### src/rtl/uart_tx_arbiter.sv
// Round-robin arbiter feeding a single UART frame serialiser.
// Frame: start, N data bits LSB first, optional even parity, stop.
module uart_tx_arbiter #(
  parameter int N            = 8,
  parameter int NREQ         = 2,
  parameter int CLKS_PER_BIT = 4,
  parameter int PARITY_EN    = 1
) (
  input  logic                    clk,
  input  logic                    rst,
  input  logic [NREQ-1:0]         req_valid_i,
  input  logic [NREQ*N-1:0]       req_data_i,
  output logic [NREQ-1:0]         req_ack_o,
  output logic [$clog2(NREQ)-1:0] grant_id_o,
  output logic                    busy_o,
  output logic                    tx_o
);

  localparam int GW = $clog2(NREQ);
  localparam int BW = $clog2(CLKS_PER_BIT);
  localparam int CW = (N > 1) ? $clog2(N) : 1;

  typedef enum logic [2:0] {
    S_IDLE,
    S_START,
    S_DATA,
    S_PARITY,
    S_STOP
  } state_e;

  state_e          state_q;
  logic [GW-1:0]   last_q;
  logic [GW-1:0]   gid_q;
  logic [NREQ-1:0] ack_q;
  logic [N-1:0]    shift_q;
  logic            par_q;
  logic            tx_q;
  logic            busy_q;
  logic [BW-1:0]   baud_q;
  logic [CW-1:0]   bit_q;

  logic [GW-1:0]   win_d;
  logic [GW-1:0]   idx;
  logic            found;
  logic [N-1:0]    word_d;
  logic [NREQ-1:0] oh_d;
  logic            baud_end;

  // Scan starts just after the last winner, wrapping at NREQ-1.
  always_comb begin
    win_d = last_q;
    idx   = '0;
    found = 1'b0;
    for (int k = 1; k <= NREQ; k++) begin
      idx = GW'((int'(last_q) + k) % NREQ);
      if (!found && req_valid_i[idx]) begin
        found = 1'b1;
        win_d = idx;
      end
    end
  end

  always_comb begin
    word_d = '0;
    oh_d   = '0;
    for (int i = 0; i < NREQ; i++) begin
      if (win_d == GW'(i)) begin
        word_d  = req_data_i[i*N +: N];
        oh_d[i] = 1'b1;
      end
    end
  end

  assign baud_end = (baud_q == BW'(CLKS_PER_BIT - 1));

  always_ff @(posedge clk or posedge rst) begin
    if (rst) begin
      state_q <= S_IDLE;
      last_q  <= GW'(NREQ - 1);
      gid_q   <= '0;
      ack_q   <= '0;
      shift_q <= '0;
      par_q   <= 1'b0;
      tx_q    <= 1'b1;
      busy_q  <= 1'b0;
      baud_q  <= '0;
      bit_q   <= '0;
    end else begin
      ack_q <= '0;
      if (state_q == S_IDLE) begin
        if (|req_valid_i) begin
          shift_q <= word_d;
          par_q   <= ^word_d;
          last_q  <= win_d;
          gid_q   <= win_d;
          ack_q   <= oh_d;
          state_q <= S_START;
          tx_q    <= 1'b0;
          busy_q  <= 1'b1;
          baud_q  <= '0;
        end
      end else if (!baud_end) begin
        baud_q <= baud_q + 1'b1;
      end else begin
        baud_q <= '0;
        unique case (state_q)
          S_START: begin
            state_q <= S_DATA;
            bit_q   <= '0;
            tx_q    <= shift_q[0];
          end
          S_DATA: begin
            if (bit_q == CW'(N - 1)) begin
              if (PARITY_EN != 0) begin
                state_q <= S_PARITY;
                tx_q    <= par_q;
              end else begin
                state_q <= S_STOP;
                tx_q    <= 1'b1;
              end
            end else begin
              bit_q   <= bit_q + 1'b1;
              shift_q <= shift_q >> 1;
              tx_q    <= shift_q[1];
            end
          end
          S_PARITY: begin
            state_q <= S_STOP;
            tx_q    <= 1'b1;
          end
          default: begin
            state_q <= S_IDLE;
            tx_q    <= 1'b1;
            busy_q  <= 1'b0;
          end
        endcase
      end
    end
  end

  assign req_ack_o  = ack_q;
  assign grant_id_o = gid_q;
  assign busy_o     = busy_q;
  assign tx_o       = tx_q;

endmodule

### config.mk
export PLATFORM = sky130hd
export DESIGN_NAME = uart_tx_arbiter
export DESIGN_NICKNAME = d
export VERILOG_FILES = /design/src/rtl/uart_tx_arbiter.sv
export SDC_FILE = /design/constraint.sdc
export NUM_CORES = 1
export LEC_CHECK = 0
export ABC_AREA = 1
export BUFFER_PORTS_ARGS = -buffer_cell sky130_fd_sc_hd__buf_2
export CAP_MARGIN = 15
export CORE_UTILIZATION = 28
export DETAILED_ROUTE_END_ITERATION = 12
export PLACE_DENSITY_LB_ADDON = 0.2
export RECOVER_POWER = 100
export REMOVE_ABC_BUFFERS = 1
export SYNTH_ARGS = -nofsm -noshare
export SYNTH_HDL_FRONTEND = slang
export SYNTH_SLANG_ARGS = --single-unit
### constraint.sdc
create_clock -name clk -period 2.5 [get_ports clk]
set_input_delay 0.375 -clock clk [delete_from_list [all_inputs] [get_ports clk]]
set_output_delay 0.375 -clock clk [all_outputs]
set_load 0.02 [all_outputs]
# Word-level counts from Yosys, hierarchy flattened
# Cells that the tools add are included.
[classes]
addsub = 4
n_mul = 0
n_div = 0
magnitude_cmp = 2
n_eq_ne = 10
shift = 0
n_mux = 36
bitwise_logic = 1
n_reduce_logical = 15
[op_table]
columns = ["op", "n"]
rows = [
  ["two-way mux 8 bit", 6],
  ["two-way mux 1 bit", 17],
  ["two-way mux 3 bit", 5],
  ["two-way mux 2 bit", 5],
  ["one-hot mux 3 bit (3 select lines)", 1],
  ["AND reduction 4 bit", 2],
  ["XOR reduction 8 bit", 1],
  ["equality test 3 x 2 -> 1 bit (second input constant)", 2],
  ["one-hot mux 3 bit (2 select lines)", 1],
  ["AND reduction 3 bit", 2],
  ["nonzero test 2 bit", 3],
  ["< comparator 1 x 2 -> 1 bit (second input constant)", 2],
  ["inequality test 2 x 1 -> 1 bit (second input constant)", 2],
  ["inequality test 2 bit (second input constant)", 2],
  ["AND reduction 2 bit", 2],
  ["adder 3 x 1 -> 3 bit (second input constant)", 1],
  ["equality test 3 x 1 -> 1 bit (second input constant)", 1],
  ["equality test 3 bit (second input constant)", 1],
  ["zero test 3 bit", 1],
  ["inequality test 3 bit (second input constant)", 1],
  ["OR reduction 3 bit", 1],
  ["adder 1 bit (second input constant)", 2],
  ["adder 2 x 1 -> 2 bit (second input constant)", 1],
  ["equality test 2 bit (second input constant)", 1],
  ["other kinds (5)", 5],
]
[word_totals]
register_bits = 23
latchBits = 0
ramBits = 0
mem_bits_ro = 0
input_bits = 20
output_inout_bits = 5
elab_cells = 78
n_memories = 0

# Depth between registers and ports, before layout
[logic_depth]
word_depth = 10
mapped_depth = 13
depth_no_buf = 13

# Worst setup path after synthesis
# OpenSTA, ideal clock, no wires.
[synth_timing]
path_type = "register -> register"
start = "register bit_q[0]"
end = "register shift_q[1]"
setup_time_ps = 82
arrival_ps = 1394
required_ps = 2418
setup_slack_ps = 1024
path_stages_with_launch = 9
path_buffers = 1
synth_period_minus_slack_ps = 1476
cell_sequence = "dfrtp_1 > ha_1 > ha_1 > nor2_4 > nand2_4 > nand2_8 > buf_6 > nor2_1 > a31oi_1"
[synth_between]
elab_chain_len = 3
[synth_lines]
columns = ["item", "line_no", "text"]
rows = [
  ["start, declared", "40", "logic [CW-1:0] bit_q;"],
  ["start signal, assigned", "122", "bit_q <= bit_q + 1'b1;"],
  ["equality test 3 bit", "113", "if (bit_q == CW'(N - 1)) begin"],
  ["inequality test 2 bit (no line)", "--", ""],
  ["AND reduction 4 bit (no line)", "--", ""],
  ["end signal, assigned", "92", "shift_q <= word_d;"],
  ["end signal, assigned", "123", "shift_q <= shift_q >> 1;"],
  ["end, declared", "35", "logic [N-1:0] shift_q;"],
]
# Every way passes these cells.
# A chain may end at the register's enable or synchronous reset.

# Worst setup path after layout
[layout_timing]
start = "register state_q[0]"
end = "register state_q[0]"
[layout_between]
elab_chain_len = 4
elab_cells_between_ends = 11
cone_classes = "eq/ne: 5; mux: 3; reduce/logical: 3"
[layout_lines]
columns = ["item", "line_no", "text"]
rows = [
  ["start, declared", "31", "state_e state_q;"],
  ["start signal, assigned", "78", "state_q <= S_IDLE;"],
  ["start signal, assigned", "97", "state_q <= S_START;"],
  ["start signal, assigned", "108", "state_q <= S_DATA;"],
  ["equality test 3 x 2 -> 1 bit or equality test 3 x 1 -> 1 bit (tied branches)", "106", "unique case (state_q)"],
  ["one-hot mux 3 bit (3 select lines)", "106", ""],
  ["two-way mux 3 bit", "102", "end else if (!baud_end) begin"],
  ["two-way mux 3 bit", "90", "if (state_q == S_IDLE) begin"],
]
# Parallel ways exist; a longest one is shown, timed or not. The select of a mux whose other input is x is not followed.

==> out/metrics.yaml <==
layout.cells.non_filler: 309
power_mw: 1.92
synth_simple_gate_area_frac: 0.408
clock_path_buffers: 2
wire_per_inst_um: 10.4
hold_viol: 0
portBuffers: 24
h-tree-depth: 1
synthesis.area_mm2: 0.00156
cts_tree: "yes"
synth_seq_cells: 23
ys.flop_type: "dfrtp_1"
overflow: 0
cpMaxStageDelayCell: "dfrtp_1"
ir_drop_mv: 0.369
drt_iter0_drc: 66
grt_pass1_wl_um: 5670
die-area_mm2: 0.00589
fillers: 577
syn-instance-count: 216
start_util: 0.299
yosys.area_share.adder: 0.0240
synth_async_sr_flop_share: 1.00
vias: 1375
grt_max_degree: 24
antenna_cells: 0
dr.pass1.iters: 4
p_leak_nw: 0.945
cts_made_buffers: 3
ioPinCount: 25
yosysMostFrequentCell: "nand2_1"
cp-end-kind: "flop"
reg2regPathDepth: 8
synth_area_leaders: "dfrtp_1 34%, nand2_1 18%, nand3_1 7.0%, inv_1 6.0%, nand2_2 4.0%"
finalSetupTns_ns: 0
routed_wirelength_um: 3220
grt_util_all_layers: 0.118
path_delay_family: "simple AND/OR/NAND/NOR gates"
fin_crit_sh: 0.831
cts.sinks: 23
layout.nets: 263
cp_max_fo: 11
gp_congestion: 0.766
crit_cells: 8
crit_path_max_incr_delay_ns: 0.41
ant_nets: 0
synth_cell_types: 28
tightest_slew_ns: 0.853
relSlewSlack: 0.431
crit_type: "reg2reg"
core-area_mm2: 0.00524
multi_input_area_um2: 811
drv_cap: 0
worst_ep_required_time_ns: 2.65
drive_gt1_frac: 0.167
synth_compound_area_frac: 0.0832
synth_top_area_share: 0.336
cts_hold_buffers: 0
fmax_mhz: 481
yosysWarnings: 0
synth-edff-count: 0
cp_num_buf_inv: 2
ctsResizeCount: 0
period_needed_ns: 2.08
drv_slew: 0
seq_area_um2: 578
dieHeight_um: 76.7
area_growth_pct: 11.3
final_core_util: 0.332
power_density_mw_per_mm2: 1100
synth_xor_area_frac: 0
synth_largest_area_cell: "dfrtp_1"
yosysSeqAreaShare: 0.370
fin_skew_ns: 0.00866
synth.area.mux_share: 0.00960
clock_latency_ns: 0.27
min_path_type: "in2async"
outcome: "complete, no violations"
clkTransAtPathRegs_ns: 0.08
synth_top_family_by_area: "simple AND/OR/NAND/NOR gates"
vias_per_cell: 4.45
fin_hold_ws_ns: 0.267
drc: 0
setup_viol: 0
antenna_found_initial: 0
dp_cells: 305
rsz0062_at_grt: "false"
cts_setup_buffers: 0
num_rows: 26
root_buffer: "clkbuf_8"
fp.dieW_um: 76.7
cp_cell_sequence: "nor2_1, nand2_1, nor2_1, inv_1, nand2_1, inv_1, nor2_4, mux2_4"
grt_pass1_vias: 1264
avgSynthCellArea_um2: 7.24
worstPathArrival_ns: 2.23
crit_path_start_kind: "flop"
hpwlAfterDp_um: 2530
synthTopCellsByCount: "76 x nand2_1, 25 x inv_1, 22 x nand3_1"
==> layout make-up <==
class | count | share of cell area
Timing Repair Buffer | 24 | 0.0654
Multi-Input combinational cell | 160 | 0.466
Inverter | 28 | 0.0604
Sequential cell | 23 | 0.332
Clock buffer | 4 | 0.0259
Tap cell | 70 | 0.0503
==> worst register-to-register path, delay by kind of cell, from the launching register on <==
family	cells	cell delay (ns)
buffers and inverters	2	0.29
AND/OR/NAND/NOR	5	0.95
multiplexers	1	0.31
flip-flops	1	0.41
==> layout by cell type, fill, tap and decap left out, drive strengths merged <==
| cell type | Yosys | routed |
|---|---|---|
| nand2 | 89 | 89 |
| inv | 27 | 27 |
| nand3 | 23 | 23 |
| dfrtp | 21 | 21 |
| buf | 5 | 19 |
| nor2 | 17 | 17 |
| o21ai | 9 | 9 |
| clkbuf | 0 | 9 |
| a31oi | 6 | 6 |
| nand3b | 4 | 4 |
| ha | 3 | 3 |
| a32o | 2 | 2 |
| dfstp | 2 | 2 |
| a21oi | 1 | 1 |
| clkinv | 1 | 1 |
| o31ai | 1 | 1 |
| nor3b | 1 | 1 |
| a221oi | 1 | 1 |
| mux2 | 1 | 1 |
| o22ai | 1 | 1 |
| nand4 | 1 | 1 |
==> per-layer routing <==
| metal | vias up | global-route usage | wire, µm |
|---|---|---|---|
| met1 | 604 | 0.164 | 1670 |
| met3 | 4 | 0.0202 | 133 |
| li1 | 736 | - | - |
| met5 | - | 0 | 0 |
| met2 | 31 | 0.185 | 1380 |
| met4 | 0 | 0.0404 | 34 |
==> kinds of logic after synthesis <==
| logic type | Yosys count |
|---|---|
| simple gates | 135 |
| buf+inv | 33 |
| flops | 23 |
| compound gates | 21 |
| fa+ha+maj | 3 |
| mux | 1 |
==> flip-flops by register name, indices dropped and copies added (netlist names) <==
name        count
baud_q          2
shift_q         8
bit_q           3
req_ack_o       2
grant_id_o      1
busy_o          1
state_q         3
last_q          1
par_q           1
tx_o            1
==> through the flow <==
step / setup WS, ns / cell area (µm²)
finish: 0.422 / 1740
global route: 0.251 / 1740
CTS: 0.622 / 1760
detailed placement: 0.633 / 1710
global placement: 0.681 / 1710
floorplan: 0.827 / 1500
==> worst paths after layout <==
kind | endpoint | startpoint | slack, ns
max | state_q[0]$_DFFE_PP0P_ | state_q[0]$_DFFE_PP0P_ | 0.42
min | req_ack_o[1]$_DFF_PP0_ | rst | 0.27
max reg2reg | state_q[0]$_DFFE_PP0P_ | state_q[0]$_DFFE_PP0P_ | 0.42
min reg2reg | par_q$_DFFE_PP0P_ | par_q$_DFFE_PP0P_ | 0.50
max in group asynchronous | state_q[0]$_DFFE_PP0P_ | rst | 1.70
min in group clk | baud_q[1]$_DFFE_PP0P_ | req_valid_i[0] | 0.44
==> power by group <==
group / leakage [nW] / switching (mW) / internal (mW)
Combinational: 0.647 / 0.686 / 0.356
Clock: 0.0228 / 0.118 / 0.114
Sequential: 0.274 / 0.0977 / 0.545
Total: 0.945 / 0.902 / 1.01
Power figures use the tool's default switching activity.
